`config.mk`:
```
export PLATFORM = sky130hd
export DESIGN_NAME = skip_mult_counter_flat
export DESIGN_NICKNAME = d
export VERILOG_FILES = /design/src/rtl/skip_mult_counter_if.sv /design/src/rtl/skip_mult_counter.sv /design/src/flat_wrapper.sv
export SDC_FILE = /design/constraint.sdc
export NUM_CORES = 1
export LEC_CHECK = 0
export ABC_AREA = 1
export BUFFER_PORTS_ARGS = -buffer_cell sky130_fd_sc_hd__buf_4
export CAP_MARGIN = 10
export CORE_MARGIN = 4
export CORE_UTILIZATION = 57
export DETAILED_ROUTE_END_ITERATION = 8
export GPL_TIMING_DRIVEN = 0
export HOLD_SLACK_MARGIN = 0.06
export PLACE_DENSITY = 0.83
export SETUP_SLACK_MARGIN = 0.05
export SYNTH_ARGS = -nofsm -noshare
export SYNTH_HDL_FRONTEND = slang
export SYNTH_SLANG_ARGS = --single-unit
```
`constraint.sdc`:
```
create_clock -name clk -period 2.75 [get_ports clk]
set_clock_uncertainty 0.15 [all_clocks]
set_input_delay 0.275 -clock clk [delete_from_list [all_inputs] [get_ports clk]]
set_output_delay 0.275 -clock clk [all_outputs]
set_load 0.01 [all_outputs]
```
`src/rtl/skip_mult_counter_if.sv`:
```
// rtl/skip_mult_counter_if.sv - control and status bundle for skip_mult_counter
interface skip_mult_counter_if #(
  parameter int WIDTH = 4,
  parameter int DIV   = 3
);
  localparam int RW = $clog2(DIV);

  logic             en;
  logic             dir;
  logic             skip_en;
  logic             clr;
  logic             load;
  logic [WIDTH-1:0] load_val;
  logic [WIDTH-1:0] count;
  logic [RW-1:0]    residue;
  logic             wrap;
  logic             busy;

  modport master (
    output en, dir, skip_en, clr, load, load_val,
    input  count, residue, wrap, busy
  );

  modport slave (
    input  en, dir, skip_en, clr, load, load_val,
    output count, residue, wrap, busy
  );
endinterface

```
`src/rtl/skip_mult_counter.sv`:
```
// rtl/skip_mult_counter.sv - up/down counter that can skip nonzero multiples of DIV
module skip_mult_counter #(
  parameter int WIDTH = 4,
  parameter int DIV   = 3,
  parameter int LIMIT = 2**WIDTH-1
) (
  input logic               clk,
  input logic               rst,
  skip_mult_counter_if.slave bus
);
  localparam int RW       = $clog2(DIV);
  // With skipping on, a LIMIT that is itself a multiple can never be reached
  localparam int TOP_SKIP = (LIMIT % DIV == 0) ? LIMIT-1 : LIMIT;

  localparam logic [WIDTH-1:0] TOP_S     = WIDTH'(TOP_SKIP);
  localparam logic [WIDTH-1:0] TOP_P     = WIDTH'(LIMIT);
  localparam logic [RW-1:0]    TOP_S_RES = RW'(TOP_SKIP % DIV);
  localparam logic [RW-1:0]    TOP_P_RES = RW'(LIMIT % DIV);
  localparam logic [WIDTH:0]   LIMIT_X   = (WIDTH+1)'(LIMIT);
  localparam logic [WIDTH-1:0] DIV_W     = WIDTH'(DIV);
  localparam logic [RW:0]      DIV_R     = (RW+1)'(DIV);
  localparam logic [RW-1:0]    DIV_M1    = RW'(DIV-1);

  typedef enum logic {S_RUN, S_CALC} state_t;

  state_t           state, state_d;
  logic [WIDTH-1:0] count_q, count_d;
  logic [WIDTH-1:0] work_q, work_d;
  logic [RW-1:0]    res_q, res_d;
  logic             wrap_q, wrap_d;

  logic [WIDTH-1:0] top;
  logic [RW-1:0]    top_res;
  logic [WIDTH-1:0] load_v;
  logic [RW:0]      r_sum;
  logic [RW-1:0]    res_up1;
  logic             up_skip;
  logic [WIDTH:0]   up_n;
  logic [RW-1:0]    res_dn1;
  logic [WIDTH-1:0] dn_n1;
  logic             dn_skip;
  logic             calc_done;
  logic [WIDTH:0]   exit_n;

  assign top       = bus.skip_en ? TOP_S : TOP_P;
  assign top_res   = bus.skip_en ? TOP_S_RES : TOP_P_RES;
  assign load_v    = (bus.load_val > top) ? top : bus.load_val;

  // Residue bookkeeping: step the residue alongside the count instead of dividing
  assign r_sum     = {1'b0, res_q} + (RW+1)'(1);
  assign res_up1   = (r_sum == DIV_R) ? '0 : r_sum[RW-1:0];
  assign up_skip   = bus.skip_en && (r_sum == DIV_R);
  assign up_n      = {1'b0, count_q} + (up_skip ? (WIDTH+1)'(2) : (WIDTH+1)'(1));
  assign res_dn1   = (res_q == '0) ? DIV_M1 : res_q - RW'(1);
  assign dn_n1     = count_q - WIDTH'(1);
  assign dn_skip   = bus.skip_en && (dn_n1 != '0) && (res_dn1 == '0);
  assign calc_done = (work_q < DIV_W);
  assign exit_n    = {1'b0, count_q} + (WIDTH+1)'(1);

  // State register: reset aborts any residue calculation in progress
  always_ff @(posedge clk or negedge rst) begin
    if (!rst) state <= S_RUN;
    else      state <= state_d;
  end

  // Next state: clear always returns to RUN, load enters CALC, CALC exits when work < DIV
  always_comb begin
    state_d = state;
    if (bus.clr) begin
      state_d = S_RUN;
    end else begin
      case (state)
        S_RUN:   if (bus.load) state_d = S_CALC;
        S_CALC:  if (calc_done) state_d = S_RUN;
        default: state_d = S_RUN;
      endcase
    end
  end

  // Datapath next values: clr > load > en, with en and load ignored during CALC
  always_comb begin
    count_d = count_q;
    work_d  = work_q;
    res_d   = res_q;
    wrap_d  = 1'b0;
    if (bus.clr) begin
      count_d = '0;
      res_d   = '0;
    end else if (state == S_RUN) begin
      if (bus.load) begin
        count_d = load_v;
        work_d  = load_v;
      end else if (bus.en) begin
        if (bus.dir) begin
          if (up_n > LIMIT_X) begin
            count_d = '0;
            res_d   = '0;
            wrap_d  = 1'b1;
          end else begin
            count_d = up_n[WIDTH-1:0];
            res_d   = up_skip ? RW'(1) : res_up1;
          end
        end else begin
          if (count_q == '0) begin
            count_d = top;
            res_d   = top_res;
            wrap_d  = 1'b1;
          end else if (dn_skip) begin
            count_d = count_q - WIDTH'(2);
            res_d   = DIV_M1;
          end else begin
            count_d = dn_n1;
            res_d   = res_dn1;
          end
        end
      end
    end else begin
      if (!calc_done) begin
        work_d = work_q - DIV_W;
      end else begin
        res_d = work_q[RW-1:0];
        // A loaded multiple is stepped past when skipping is on
        if (bus.skip_en && (work_q == '0) && (count_q != '0)) begin
          if (exit_n > LIMIT_X) begin
            count_d = '0;
            res_d   = '0;
          end else begin
            count_d = exit_n[WIDTH-1:0];
            res_d   = RW'(1);
          end
        end
      end
    end
  end

  // Datapath registers
  always_ff @(posedge clk or negedge rst) begin
    if (!rst) begin
      count_q <= '0;
      work_q  <= '0;
      res_q   <= '0;
      wrap_q  <= 1'b0;
    end else begin
      count_q <= count_d;
      work_q  <= work_d;
      res_q   <= res_d;
      wrap_q  <= wrap_d;
    end
  end

  assign bus.count   = count_q;
  assign bus.residue = res_q;
  assign bus.wrap    = wrap_q;
  assign bus.busy    = (state == S_CALC);
endmodule

```
`src/flat_wrapper.sv`:
```
// flat-port wrapper written by rule: the top's interface ports become plain ports
module skip_mult_counter_flat 
#(
  parameter int WIDTH = 4,
  parameter int DIV   = 3,
  parameter int LIMIT = 2**WIDTH-1
)
  (clk, rst, bus_en, bus_dir, bus_skip_en, bus_clr, bus_load, bus_load_val, bus_count, bus_residue, bus_wrap, bus_busy);
  skip_mult_counter_if #(.WIDTH(WIDTH), .DIV(DIV)) bus_i ();
  input logic clk;
  input logic rst;
  input wire logic [$bits(bus_i.en)-1:0] bus_en;
  input wire logic [$bits(bus_i.dir)-1:0] bus_dir;
  input wire logic [$bits(bus_i.skip_en)-1:0] bus_skip_en;
  input wire logic [$bits(bus_i.clr)-1:0] bus_clr;
  input wire logic [$bits(bus_i.load)-1:0] bus_load;
  input wire logic [$bits(bus_i.load_val)-1:0] bus_load_val;
  output wire logic [$bits(bus_i.count)-1:0] bus_count;
  output wire logic [$bits(bus_i.residue)-1:0] bus_residue;
  output wire logic [$bits(bus_i.wrap)-1:0] bus_wrap;
  output wire logic [$bits(bus_i.busy)-1:0] bus_busy;
  assign bus_i.en = bus_en;
  assign bus_i.dir = bus_dir;
  assign bus_i.skip_en = bus_skip_en;
  assign bus_i.clr = bus_clr;
  assign bus_i.load = bus_load;
  assign bus_i.load_val = bus_load_val;
  assign bus_count = bus_i.count;
  assign bus_residue = bus_i.residue;
  assign bus_wrap = bus_i.wrap;
  assign bus_busy = bus_i.busy;
  skip_mult_counter #(.WIDTH(WIDTH), .DIV(DIV), .LIMIT(LIMIT)) u_core (.clk(clk), .rst(rst), .bus(bus_i));
endmodule
```
==> impl_metrics.json <==
{
  "yosys.area_share.adder_pct": 14.5,
  "clock_path_buffers": 2,
  "status": "finished, final reports clean",
  "crit_arrival_ns": 2.42,
  "power.density_nw_per_um2": 645,
  "yosys.area.top_type_share_pct": 22.3,
  "cts_root_buf": "clkbuf_4",
  "cts_setup_buffers": 0,
  "cts_tree": "done",
  "period_share_pct": 84.9,
  "r2r_start": "u_core.bus.residue[0]",
  "ir_drop_mv": 0.523,
  "vias": 1435,
  "ys_ff_latch": 12,
  "clock_latency_ns": 0.29,
  "min_period_ns": 2.34,
  "synth_commonest_cells": "58 x nand2_1, 28 x inv_1, 18 x nor2_1, 18 x o21ai_0, 14 x ha_1",
  "groute.usage.overall_pct": 24.0,
  "path_max_fanout": 3,
  "r2r_slack_ns": 0.41,
  "synthCells": 206,
  "drc_errors": 0,
  "p_leak_uw": 0.000842,
  "place_congestion": 0.880,
  "synth-edff-count": 0,
  "worstPathRequired_ns": 2.83,
  "die_y_um": 56.6,
  "synthArstFlopShare_pct": 100,
  "cp-start-kind": "flip-flop",
  "hold_end": "u_core.bus.wrap",
  "fillers": 200,
  "multiInputGateArea_um2": 890,
  "synth_area_leader_cell": "dfrtp_1",
  "grt_start_max_net_pins": 13,
  "cts_resized": 0,
  "grt_pass1_wl_um": 6300,
  "io_pins": 19,
  "drive_gt1_share_pct": 18.0,
  "end_kind": "flip-flop",
  "syn-cell-area_um2": 1350,
  "antenna_left": 0,
  "wl_um": 3430,
  "viasPerCell": 5.61,
  "area_delta_synth_final_pct": 15.5,
  "yosysUniqueCellTypes": 36,
  "ys_seq_area_share_pct": 22.3,
  "yosys.area_share.simple_pct": 31.6,
  "worst-setup-path-type": "reg2reg",
  "postSynthAreaPerCell_um2": 6.54,
  "hold_violations": 0,
  "r2r-end": "u_core.bus.residue[1]",
  "numCtsBuffers": 3,
  "cts.sinks": 12,
  "grt_pass1_vias": 1452,
  "synthTopCellsByArea": "dfrtp_1 22%, nand2_1 16%, ha_1 13%, inv_1 7.8%, o21ai_0 6.7%",
  "synth_compound_area_share_pct": 18.0,
  "cpPeakStageDelay_ns": 0.40,
  "yosysWarnings": 0,
  "gr-total-overflow": 0,
  "std_cell_rows": 17,
  "max_freq_ghz": 0.428,
  "die_width_um": 56.6,
  "holdPathStages": 3,
  "grt_setup_unrepaired": "no",
  "syn-num-nets": 232,
  "hp-class": "in2reg",
  "die_area_um2": 3200,
  "crit_path_frequent_cell": "nand2_1",
  "synthXorXnorAreaFrac_pct": 1.95,
  "cap_viol_max_count": 0,
  "min_from": "bus_en",
  "antenna_cells": 0,
  "ff_latch_area_um2": 300,
  "core-area_um2": 2230,
  "floorplan.initialDensity_pct": 60.3,
  "clk_pin_slew_ns": 0.08,
  "setup_viol_count_final": 0,
  "fin_nets": 255,
  "setup_tns_ns": 0,
  "yosysMostFrequentCell": "nand2_1",
  "r2r.worst_path.cells": 14,
  "synth_top_family_by_area": "simple AND/OR/NAND/NOR gates",
  "tightestPinTransition_ns": 0.444,
  "synth_mux_area_share_pct": 0,
  "io_buffers": 17,
  "synth_ff_type": "dfrtp_1",
  "routedWlPerCell_um": 13.4,
  "slew_violations": 0,
  "drt_iter0_markers": 44,
  "slowest_stage": "dfrtp_1",
  "antenna_found_initial": 0,
  "first_pass_iters": 4,
  "dpl.hpwl_um": 2650,
  "htree_levels": 1,
  "setup_slack_ns": 0.415,
  "post-place-ws_ns": 0.480,
  "relSlewSlack_pct": 70.4,
  "cp_cell_sequence": "inv_1 -> ha_1 -> nand2_1 -> ha_1 -> fa_1 -> nand2_1 -> inv_1 -> nand2_1 -> nand2_1 -> inv_1 -> a31oi_1 -> o21ai_0 -> nand2_1 -> nand2_1"
}
-- worst max-delay path by stage --
stage / slack (ns) / from / cells past startpoint / endpoint
after floorplan: 0.64 / u_core.bus.residue[0] / 16 / u_core.bus.count[0]
after global placement: 0.53 / u_core.bus.residue[0] / 16 / u_core.bus.count[0]
after detailed placement: 0.48 / u_core.bus.residue[0] / 16 / u_core.bus.count[0]
after CTS: 0.44 / u_core.bus.residue[0] / 16 / u_core.bus.count[0]
after global routing: 0.19 / u_core.bus.residue[0] / 16 / u_core.bus.count[0]
final: 0.41 / u_core.bus.residue[0] / 14 / u_core.bus.residue[1]
-- per-stage QoR --
stage	utilization, %	std cells	power [uW]	instance area [um^2]	hold slack (ns)
global route	69.6	256	1110	1560	0.140
detailed placement	67.6	251	845	1510	-0.0256
global placement	67.6	251	818	1510	-0.0293
floorplan	-	206	683	1350	-0.171
CTS	69.6	256	1000	1560	0.120
finish	69.6	256	1000	1560	0.116
-- cell families after synthesis --
| group | after synthesis |
|---|---|
| AND/OR/NAND/NOR | 97 |
| XOR/XNOR | 3 |
| AO/OA/AOI/OAI | 42 |
| adder cells (fa/ha/maj) | 15 |
| flip-flops | 12 |
| buffers and inverters | 37 |
-- what timing repair did --
item	in CTS	in global routing
hold buffers	1	0
endpoints found under the hold margin	12	0
endpoints found under the setup margin	0	0
-- worst max-delay path: cells and delay by family (launching register included) --
family | cells | cell delay, ns
fa+ha+maj | 3 | 0.78
simple gates | 6 | 0.50
flops | 1 | 0.40
buf+inv | 3 | 0.26
compound gates | 2 | 0.18
-- sequential cells by signal, indices dropped and copies added (netlist names) --
register            cells
u_core.bus.count        4
u_core.work_q           4
u_core.bus.wrap         1
u_core.bus.busy         1
u_core.bus.residue      2
-- layer usage --
metal  track usage (%)  part of all wire (%)  vias up
li1                  -                     -      703
met1              29.9                    42      672
met2              42.2                    50       53
met3              4.14                   6.0        7
met4              6.44                   1.6        0
met5                 0                     0        -
-- power breakdown --
group / internal [uW] / switching, uW / total [uW]
registers: 222 / 59.5 / 282
logic: 230 / 345 / 576
clock network: 80.7 / 65.1 / 146
total: 533 / 470 / 1000
-- layout make-up --
cell class	instances	share of cell area [%]
Buffer	5	2.33
Tap cell	28	2.25
Clock buffer	4	2.33
Multi-Input combinational cell	157	57.2
Inverter	32	7.72
Sequential cell	12	19.3
Timing Repair Buffer	18	8.85
-- layout by cell type (no fill, tap or decap), types with 2 or more instances in the layout --
cell type and instances:
clkbuf_4 3, o21ai_1 2, a21oi_1 10, xor2_1 2, buf_4 17, nor2_1 18
nor2_2 3, o21ai_0 18, inv_2 4, dfrtp_1 12, inv_1 28, ha_1 14
a31oi_1 2, nand3_1 6, nand2_1 58, nand2_2 3, buf_6 2, buf_2 2
o211ai_1 3
Power figures use the tool's default switching activity.
